`config.mk`:
```
export PLATFORM = sky130hd
export DESIGN_NAME = vm_multi_prod
export DESIGN_NICKNAME = d
export VERILOG_FILES = /design/src/rtl/vm_pkg.sv /design/src/rtl/vm_change_unit.sv /design/src/rtl/vm_multi_prod.sv
export SDC_FILE = /design/constraint.sdc
export NUM_CORES = 1
export LEC_CHECK = 0
export ABC_AREA = 0
export CORE_MARGIN = 3
export CORE_UTILIZATION = 49
export CTS_CLUSTER_DIAMETER = 100
export DETAILED_ROUTE_END_ITERATION = 8
export PLACE_DENSITY = 0.85
export SYNTH_ARGS = -nofsm -noshare
export SYNTH_HDL_FRONTEND = slang
export SYNTH_SLANG_ARGS = --single-unit
```
`constraint.sdc`:
```
create_clock -name clk -period 4.8 [get_ports clk]
set_input_delay 0.48 -clock clk [delete_from_list [all_inputs] [get_ports clk]]
set_output_delay 0.48 -clock clk [all_outputs]
set_load 0.005 [all_outputs]
```
`src/rtl/vm_pkg.sv`:
```
// vm_pkg: state encoding, default widths and price-table slicing shared by the vending controller.
package vm_pkg;
    typedef enum logic [1:0] {IDLE = 2'd0, COLLECT = 2'd1, VEND = 2'd2, CHANGE = 2'd3} vm_state_t;
    localparam int NUM_PROD_D = 4;
    localparam int CREDIT_W_D = 6;
    localparam int COIN_W_D = 3;
    localparam int SEL_W_D = 2;
    localparam int STOCK_W_D = 4;
    localparam int TBL_MAX = 256;
    function automatic logic [31:0] price_slice(input logic [TBL_MAX-1:0] tbl, input int idx, input int w);
        return 32'(tbl >> (idx * w)) & ((32'd1 << w) - 32'd1);
    endfunction
endpackage

```
`src/rtl/vm_change_unit.sv`:
```
// vm_change_unit: credit register with coin add, price subtract and one-unit change handshake.
module vm_change_unit
    import vm_pkg::*;
#(
    parameter int CREDIT_W = CREDIT_W_D,
    parameter int COIN_W = COIN_W_D
) (
    input  logic                clk,
    input  logic                rst,
    input  logic                add_en,
    input  logic [COIN_W-1:0]   coin_val,
    input  logic                sub_en,
    input  logic [CREDIT_W-1:0] sub_val,
    input  logic                chg_en,
    input  logic                change_ready,
    output logic                coin_ok,
    output logic                drain_done,
    output logic [CREDIT_W-1:0] credit,
    output logic                change_valid
);
    localparam logic [CREDIT_W:0] MAX_CREDIT = {1'b0, {CREDIT_W{1'b1}}};
    logic [CREDIT_W:0] sum;
    logic [CREDIT_W-1:0] credit_nx;
    logic beat;
    assign sum = {1'b0, credit} + (CREDIT_W+1)'(coin_val);
    assign coin_ok = sum <= MAX_CREDIT;
    assign beat = change_valid && change_ready;
    assign credit_nx = add_en ? sum[CREDIT_W-1:0] :
                       sub_en ? credit - sub_val :
                       beat   ? credit - CREDIT_W'(1) : credit;
    assign drain_done = credit_nx == '0;
    // change_valid falls on the same edge that takes credit to zero
    always_ff @(posedge clk) begin
        if (rst) begin
            credit <= '0;
            change_valid <= 1'b0;
        end else begin
            credit <= credit_nx;
            change_valid <= chg_en && !drain_done;
        end
    end
endmodule

```
`src/rtl/vm_multi_prod.sv`:
```
// vm_multi_prod: multi-product vending FSM with event arbitration; VM_STOCK_EN adds per-product stock counters.
module vm_multi_prod
    import vm_pkg::*;
#(
    parameter int NUM_PROD = NUM_PROD_D,
    parameter int CREDIT_W = CREDIT_W_D,
    parameter int COIN_W = COIN_W_D,
    parameter int SEL_W = SEL_W_D
`ifdef VM_STOCK_EN
    , parameter int STOCK_W = STOCK_W_D
`endif
) (
    input  logic                         clk,
    input  logic                         rst,
    input  logic                         coin_valid,
    input  logic [COIN_W-1:0]            coin_val,
    input  logic                         sel_valid,
    input  logic [SEL_W-1:0]             sel_id,
    input  logic                         cancel,
    input  logic [NUM_PROD*CREDIT_W-1:0] price_tbl,
    input  logic                         change_ready,
`ifdef VM_STOCK_EN
    input  logic                         restock,
    input  logic [SEL_W-1:0]             restock_id,
    output logic [NUM_PROD-1:0]          sold_out,
`endif
    output logic                         dispense,
    output logic [SEL_W-1:0]             dispense_id,
    output logic                         change_valid,
    output logic                         coin_reject,
    output logic                         sel_err,
    output logic [CREDIT_W-1:0]          credit,
    output logic [1:0]                   state
);
    vm_state_t st, st_nx;
    logic [CREDIT_W-1:0] price;
    logic idle_col, coin_pres, do_cancel, sel_try, id_ok, in_stock, sel_ok, coin_try, add_en, coin_ok, drain_done;
    assign price = CREDIT_W'(price_slice(TBL_MAX'(price_tbl), int'(sel_id), CREDIT_W));
    assign idle_col = st == IDLE || st == COLLECT;
    assign coin_pres = coin_valid && coin_val != '0;
    assign do_cancel = idle_col && cancel && credit != '0;
    assign sel_try = idle_col && !cancel && sel_valid;
    assign id_ok = int'(sel_id) < NUM_PROD;
    assign sel_ok = sel_try && id_ok && in_stock && credit >= price;
    assign coin_try = idle_col && !cancel && !sel_valid && coin_pres;
    assign add_en = coin_try && coin_ok;
    assign state = st;
    always_comb begin
        st_nx = idle_col ? (do_cancel ? CHANGE : sel_ok ? VEND : add_en ? COLLECT : st) :
                st == VEND ? (credit != '0 ? CHANGE : IDLE) :
                (drain_done ? IDLE : CHANGE);
    end
    always_ff @(posedge clk) begin
        if (rst) begin
            st <= IDLE;
            dispense <= 1'b0;
            dispense_id <= '0;
            coin_reject <= 1'b0;
            sel_err <= 1'b0;
        end else begin
            st <= st_nx;
            dispense <= st_nx == VEND;
            dispense_id <= sel_ok ? sel_id : dispense_id;
            coin_reject <= coin_pres && !add_en;
            sel_err <= sel_valid && !sel_ok && !(idle_col && cancel);
        end
    end
    vm_change_unit #(.CREDIT_W(CREDIT_W), .COIN_W(COIN_W)) u_chg (
        .clk(clk),
        .rst(rst),
        .add_en(add_en),
        .coin_val(coin_val),
        .sub_en(sel_ok),
        .sub_val(price),
        .chg_en(st_nx == CHANGE),
        .change_ready(change_ready),
        .coin_ok(coin_ok),
        .drain_done(drain_done),
        .credit(credit),
        .change_valid(change_valid)
    );
`ifdef VM_STOCK_EN
    logic [STOCK_W-1:0] stock [NUM_PROD];
    logic [2**SEL_W-1:0] have;
    always_comb begin
        have = '0;
        for (int i = 0; i < NUM_PROD; i++) have[i] = stock[i] != '0;
    end
    assign in_stock = have[sel_id];
    assign sold_out = ~have[NUM_PROD-1:0];
    // restock takes precedence over the decrement of a concurrent dispense
    always_ff @(posedge clk) begin
        for (int i = 0; i < NUM_PROD; i++) begin
            if (rst) stock[i] <= '0;
            else if (restock && int'(restock_id) == i) stock[i] <= '1;
            else if (st == VEND && int'(dispense_id) == i) stock[i] <= stock[i] - STOCK_W'(1);
        end
    end
`else
    assign in_stock = 1'b1;
`endif
endmodule

```
==> metrics.md, run 1 <==
| Metric | Value |
|---|---|
| Most frequent cell after synthesis | nor2_1 |
| Most frequent cells after synthesis | 18 x nor2_1, 14 x dfxtp_1, 14 x nand2_1 |
| Nets | about 260 |
| Final Non-Filler Cells | 240 |
| Fmax achieved | 0.2763 GHz |
| Setup repair after global routing missed its margin | no |
| Post-synth EDFFs | 0 |
| # H-tree levels | 1 |
| Yosys warns | 0 |
| Final worst slack | ~1.2 ns |
| CTS resizes | 0 |
| Post-Place Cells | 236 |
| Layout cells sized above 1 | between 10% and 20% |
| Reg-to-Reg Start | u_chg.credit[0]$_SDFF_PP0_ |
| Final Max Slew Viols | 0 |
| Vias | 1447 |
| CP cell instances | clkdlybuf4s50_1, mux4_2, ha_1, fa_1, a21oi_2, o311a_4, and3_1, a311oi_2, nor4b_2, a211oi_1 |
| Vias in the first global route | 1481 |
| Starting density of the core | 52.32% |
| Seq/Total Area, Yosys | 19.26% |
| Fin Hold WS | around 0.48 ns |
| Final setup viols | 0 |
| Antenna fix cells | 0 |
| Worst-path fanout max | 12 |
| Place WS | around 0.86 ns |
| FF-to-FF path depth | 9 |
| Die W | 60.50 microns |
| Status | completed |
| Critical path buffers and inverters | 1 |
| Library cells used by synthesis | 54 |
| PwrDens | between 400 and 500 nW/um^2 |
| Worst ir drop on vdd | 417.1 uV |
| Initial DRC Count | 40 |
| CTS tree | yes |
| GRT Residual Overflow | 0 |
| Worst Setup Start Kind | primary input |
| Flop2flop setup slack | 2.06 ns |
| Syn Inst Count | 164 |
| Max Cap Viol | 0 |
| CP max stage cell | clkdlybuf4s50_1 |
| Total GRT Usage | 24.40% |
| Via density | 6.029 |
| First-pass GRT wire length | 6555 microns |
| Row Count | 19 |
| Synth area leaders | dfxtp_1 19%, ha_1 9.5%, mux4_2 9.3% |
| Crit path required time | 4.97 ns |
| Final WL | between 4000 and 5000 microns |
| Crit path depth | 10 |
| Worst-Skew Late Latency | between 0.2 and 0.3 ns |
| Die Y | between 60 and 70 microns |
| Worst slew pin tran | 0.4831 ns |
| Hold endpoint | dispense_id[1]$_SDFFE_PP0P_ |
| Clk pin slew, worst setup/hold paths | about 0.09 ns |
| # IOs | approximately 50 |
| Ys async rst share | 0% |
| Worst-case clock buffer depth | 2 |
| # port buffers | 48 |
| Setup tns final | 0 ns |
| Pleak | around 0.75 nW |
| DRT antenna net count | 0 |
| TritonCTS Buffers | 3 |
| Worst rel slew slack | 67.71% |
| Post-CTS Setup Bufs | 0 |
| CTS sink cnt | 14 |
| Final Skew | around 0.0032 ns |
| Post-route DRC | 0 |
| Top_reg_cell synth | dfxtp_1 |
| Hold WC Path Type | flip-flop to flip-flop |
| Std-Cell Core Area | 2781 sq um |
| Crit-path leading delay family | compound AO/OA/AOI/OAI gates |
| Crit Path Category | primary input to flip-flop |
| Initial antenna violation count | 0 |
| Routability cong. | 0.8892 |
| Worst Setup End Kind | flip-flop |
| Hold Path Depth | 2 |
| Final Hold Fails | 0 |
| Post-DP HPWL | 3312 microns |
| Syn_nets | roughly 210 |
| Area share of the largest cell type after synthesis | between 10% and 20% |
| Largest net degree at the start of global routing | 13 |
| Final worst path period share | between 70% and 80% |
| Cts hold-fix bufs | 0 |
| Layout area overhead | 35.25% |
| Synthesized area | 1455 sq um |
| Synth area leader | dfxtp_1 |
| WL per Instance | 16.97 microns |
| Worst path arrival time | 3.79 ns |
| DIE AREA | 3660 sq um |
| Reg2reg end | state[1]$_SDFF_PP0_ |
| Max incr delay on CP | 0.71 ns |
| Tmin final | 3.619 ns |
| Clk root buf | clkbuf_4 |
| First drt pass iteration count | 4 |
| Hold Startpoint | dispense_id[1]$_SDFFE_PP0P_ |
| Syn avg cell area | 8.873 sq um |
| Post-synthesis register bit count | 14 |
-- how the worst max path moves through the flow --
stage	from	end
after floorplan	sel_id[0]	state[0]$_SDFF_PP0_
after global placement	sel_id[0]	state[1]$_SDFF_PP0_
after detailed placement	sel_id[0]	state[1]$_SDFF_PP0_
after CTS	sel_id[0]	state[1]$_SDFF_PP0_
after global routing	sel_id[0]	state[0]$_SDFF_PP0_
final	sel_id[0]	state[1]$_SDFF_PP0_
-- cell families (layout without fill, tap and decap cells) --
family          count (synthesis)  in the layout  share of synthesized area, %
simple gates                   66             66                         24.76
compound gates                 38             38                         23.22
buf+inv                        18             63                         5.760
flops                          14             14                         19.26
fa+ha+maj                      13             13                         12.21
xor+xnor                        8              8                         4.815
mux                             7              7                         9.974
-- layer usage --
layer / vias to the layer above / part of all wire (%) / GRT usage, %
met5: - / 0 / 0
met1: 664 / 41 / 29.17
met3: 9 / 10 / 7.660
li1: 690 / - / -
met2: 84 / 47 / 41.51
met4: 0 / 1.9 / 8.359
-- final cells by class --
type | instances | area [sq um]
clock buffers | 4 | 36.28
well taps | 31 | 38.79
inverters | 11 | 41.29
fillers | 216 | 813.3
repair buffers | 48 | 480.5
flip-flops and latches | 14 | 280.3
multi-input cells | 132 | 1091
-- cell usage in the layout (no fill, tap or decap), drive strengths merged, types with 2 or more instances in the layout --
cell,n
clkdlybuf4s50,48
nor2,19
nand2,14
dfxtp,14
inv,11
ha,11
nor3,8
a21oi,7
nor2b,7
mux4,6
xor2,5
o21ai,5
clkbuf,4
a21o,3
o21a,3
xnor2,3
nand3,3
a211oi,3
a221oi,3
and2,3
and3,2
a31oi,2
fa,2
nor4,2
nor4b,2
a311oi,2
-- worst register-to-register path: cells and delay by family (launching register included) --
family / cells / cell delay, ns
AOI/OAI and AO/OA: 4 / 0.73
adders and majority gates: 2 / 0.70
and+or+nand+nor: 2 / 0.63
DFF: 1 / 0.41
buffers and inverters: 1 / 0.15
-- sequential cells by signal (all words and copies together), names as in the netlist --
signal,cells
u_chg.credit,6
dispense_id,2
state,2
coin_reject,1
dispense,1
sel_err,1
u_chg.change_valid,1
-- report_power, final --
part	switching, mW	internal, mW
Combinational	0.245	0.255
Sequential	0.0545	0.146
Clock	0.0429	0.0463
-- metrics by stage --
stage          power, mW  utilization (%)  instance area (sq um)
6_report          0.7897            70.76                   1968
4_1_cts           0.7868            70.76                   1968
3_5_place_dp      0.6952            69.46                   1932
3_3_place_gp      0.6815            69.46                   1932
2_1_floorplan     0.5315                -                   1455
5_1_grt           0.8512            70.76                   1968
(Power assumes the default switching activity.)
==> run 2: changes to the inputs <==
Settings changed: CORE_UTILIZATION 49 to 41, PLACE_DENSITY 0.85 to 0.76.
Clock period 4.8 ns to 3.27 ns, I/O delays scaled along.
==> run 2 against run 1 <==
  * Critical path depth grew 3
  * Register-to-register slack lost 1.5 ns
  * Total power grew 57%
  * Critical path type unchanged
  * Critical endpoint unchanged
  * Die area grew 17%
==> metrics.md, run 2 (synthesis gave the netlist of run 1 again) <==
| Metric | Value |
|---|---|
| Commonest non-fill, non-tap cell in the layout | clkdlybuf4s50_1 |
| Status | completed |
| Hold endpoint | dispense_id[1]$_SDFFE_PP0P_ |
| Reg2reg end | state[1]$_SDFF_PP0_ |
| Final setup viols | 0 (unchanged) |
| TritonCTS Buffers | 3 (unchanged) |
| Reg-to-Reg Start | u_chg.credit[1]$_SDFF_PP0_ |
| Crit path required time | 3.47 ns (-1.50 ns) |
| Setup repair after global routing missed its margin | no |
| Starting density of the core | 42.93% (-9.4 points) |
| Worst-path fanout max | 7 (-5) |
| Worst-case clock buffer depth | 2 (unchanged) |
| CTS tree | yes |
| GRT Residual Overflow | 0 (unchanged) |
| Hold WC Path Type | flip-flop to flip-flop |
| Max FFs per register | 6 (unchanged) |
| Worst ir drop on vdd | 374.0 uV (-10%) |
| Final WL | 3989 microns (-2.0%) |
| P_int | 0.7157 mW (+60%) |
| Final Max Slew Viols | 0 (unchanged) |
| Fmax achieved | 0.3210 GHz |
| Most frequent cells in the layout | 48 x clkdlybuf4s50_1, 18 x nor2_1, 17 x buf_4 |
| Combinational share of power | 68.9% (+5.6 points) |
| Total GRT Usage | 20.12% (-4.3 points) |
| Crit Path Category | primary input to flip-flop |
| CTS sink cnt | 14 (unchanged) |
| Worst-Skew Late Latency | 0.29 ns (about the same) |
| DRT antenna net count | 0 (unchanged) |
| Pleak | 0.8478 nW (+13%) |
| WL per Instance | 14.67 microns (-14%) |
| Post-route DRC | 0 (unchanged) |
| Worst rel slew slack | 69.06% (+1.3 points) |
| Row Count | 21 (+2) |
| Layout area overhead | 47.64% |
| First drt pass iteration count | 4 (unchanged) |
| Final Power | 1.240 mW (+57%) |
| Post-Place Cells | 269 (+14%) |
| Nets | 276 (+7.0%) |
| # port buffers | 48 (unchanged) |
| Routability cong. | 0.9892 (+11%) |
| Largest net degree at the start of global routing | 13 (unchanged) |
| Via density | 5.390 (-11%) |
| Std-Cell Core Area | 3390 sq um (+22%) |
| Sw Ratio | 42.26% (-1.1 points) |
| FF-to-FF path depth | 9 (unchanged) |
| Final Non-Filler Cells | 272 (+13%) |
| Final worst path period share | between 90% and 100% |
| Worst Setup End Kind | flip-flop |
| Hold Path Depth | 2 (unchanged) |
| Fillers | 298 (+38%) |
| Clk pin slew, worst setup/hold paths | 0.07 ns (-0.02 ns) |
| Final Hold Fails | 0 (unchanged) |
| Post-DP HPWL | 3298 microns (-0.41%) |
| Clock Power Share | 7.9% (-3.4 points) |
| # H-tree levels | 1 (unchanged) |
| PwrDens | 577.0 nW/um^2 (+44%) |
| Layout cells sized above 1 | 18.58% (+6.6 points) |
| Antenna fix cells | 0 (unchanged) |
| FF+latch area | 280.3 sq um (unchanged) |
| Area taken by multi-input logic gates | 1119 sq um (+2.5%) |
| Vias in the first global route | 1499 (+1.2%) |
| Flop2flop setup slack | 0.57 ns (-1.49 ns) |
| Cts hold-fix bufs | 0 (unchanged) |
| Fin Hold WS | 0.4646 ns (-0.01480 ns) |
| DIE AREA | 4300 sq um (+17%) |
| Die W | 65.58 microns (+8.4%) |
| Hold Startpoint | dispense_id[1]$_SDFFE_PP0P_ |
| Tmin final | 3.115 ns |
| Worst Setup Start Kind | primary input |
| Worst path arrival time | 3.31 ns (-0.48 ns) |
| Net Sw Power | 0.5239 mW (+53%) |
| Worst slew pin tran | 0.4627 ns (-0.02043 ns) |
| First-pass GRT wire length | 6782 microns (+3.5%) |
| # IOs | 49 (unchanged) |
| Vias | 1466 (+1.3%) |
| Initial DRC Count | 91 (+130%) |
| Max Cap Viol | 0 (unchanged) |
| Die Y | 65.58 microns (+8.4%) |
| Final Skew | 0.007586 ns (+0.004404 ns) |
| Flop pwr share | 23.1% (-2.3 points) |
| Clk root buf | clkbuf_4 |
| Register bank with the most flops | u_chg.credit |
| Initial antenna violation count | 0 (unchanged) |
| Setup tns final | 0 ns (unchanged) |
## run 2: power groups by stage
stage | Combinational, mW | Clock [mW] | Sequential, mW
final | 0.854 | 0.0984 | 0.287
after global routing | 0.936 | 0.108 | 0.298
after CTS | 0.815 | 0.0986 | 0.286
after detailed placement | 0.811 | 0 | 0.290
after global placement | 0.796 | 0 | 0.290
after floorplan | 0.511 | 0 | 0.269
## run 2: area by class of cell
cell class / instances / area share [%]
well taps: 46 / 2.679
flip-flops and latches: 14 / 13.05
repair buffers: 66 / 29.24
multi-input cells: 132 / 52.07
clock buffers: 3 / 1.048
inverters: 11 / 1.922
## run 2: metrics by stage
stage | cell area [sq um] | utilization, % | setup WS (ns)
floorplan | 1455 | - | 0.1963
global placement | 2098 | 61.90 | -0.1141
detailed placement | 2098 | 61.90 | -0.1722
CTS | 2121 | 62.57 | 0.1239
global route | 2148 | 63.38 | 0.00004130
finish | 2148 | 63.38 | 0.1550
## run 2: worst max-delay path, cell delays in order
cell and delay, ns:
clkdlybuf4s50_1 0.50, buf_12 0.13, mux4_2 0.49, ha_1 0.22, fa_1 0.43, buf_4 0.17
nor2b_1 0.10, o21ai_0 0.09, nor3b_1 0.16, o21ai_2 0.11, nand3_1 0.14, and3_1 0.23
a211oi_1 0.22
## run 2: worst max-delay path by stage
stage | startpoint | endpoint | slack, ns
6_report | sel_id[0] | state[1]$_SDFF_PP0_ | 0.16
4_1_cts | sel_id[0] | u_chg.change_valid$_SDFF_PP0_ | 0.12
3_5_place_dp | sel_id[0] | state[0]$_SDFF_PP0_ | -0.17
5_1_grt | sel_id[0] | state[1]$_SDFF_PP0_ | 0.00004
3_3_place_gp | sel_id[0] | u_chg.change_valid$_SDFF_PP0_ | -0.11
2_1_floorplan | sel_id[0] | state[0]$_SDFF_PP0_ | 0.20
## run 2: timing repair
action | CTS | global route
setup endpoints to repair | 0 | 3
setup buffers | 0 | 0
resized for setup | 0 | 3
## run 2: metal layers
metal / part of all wire, % / global-route usage [%]
met2: 49 / 36.41
met1: 44 / 24.55
met4: 0.30 / 3.627
met5: 0 / 0
met3: 7.1 / 4.274
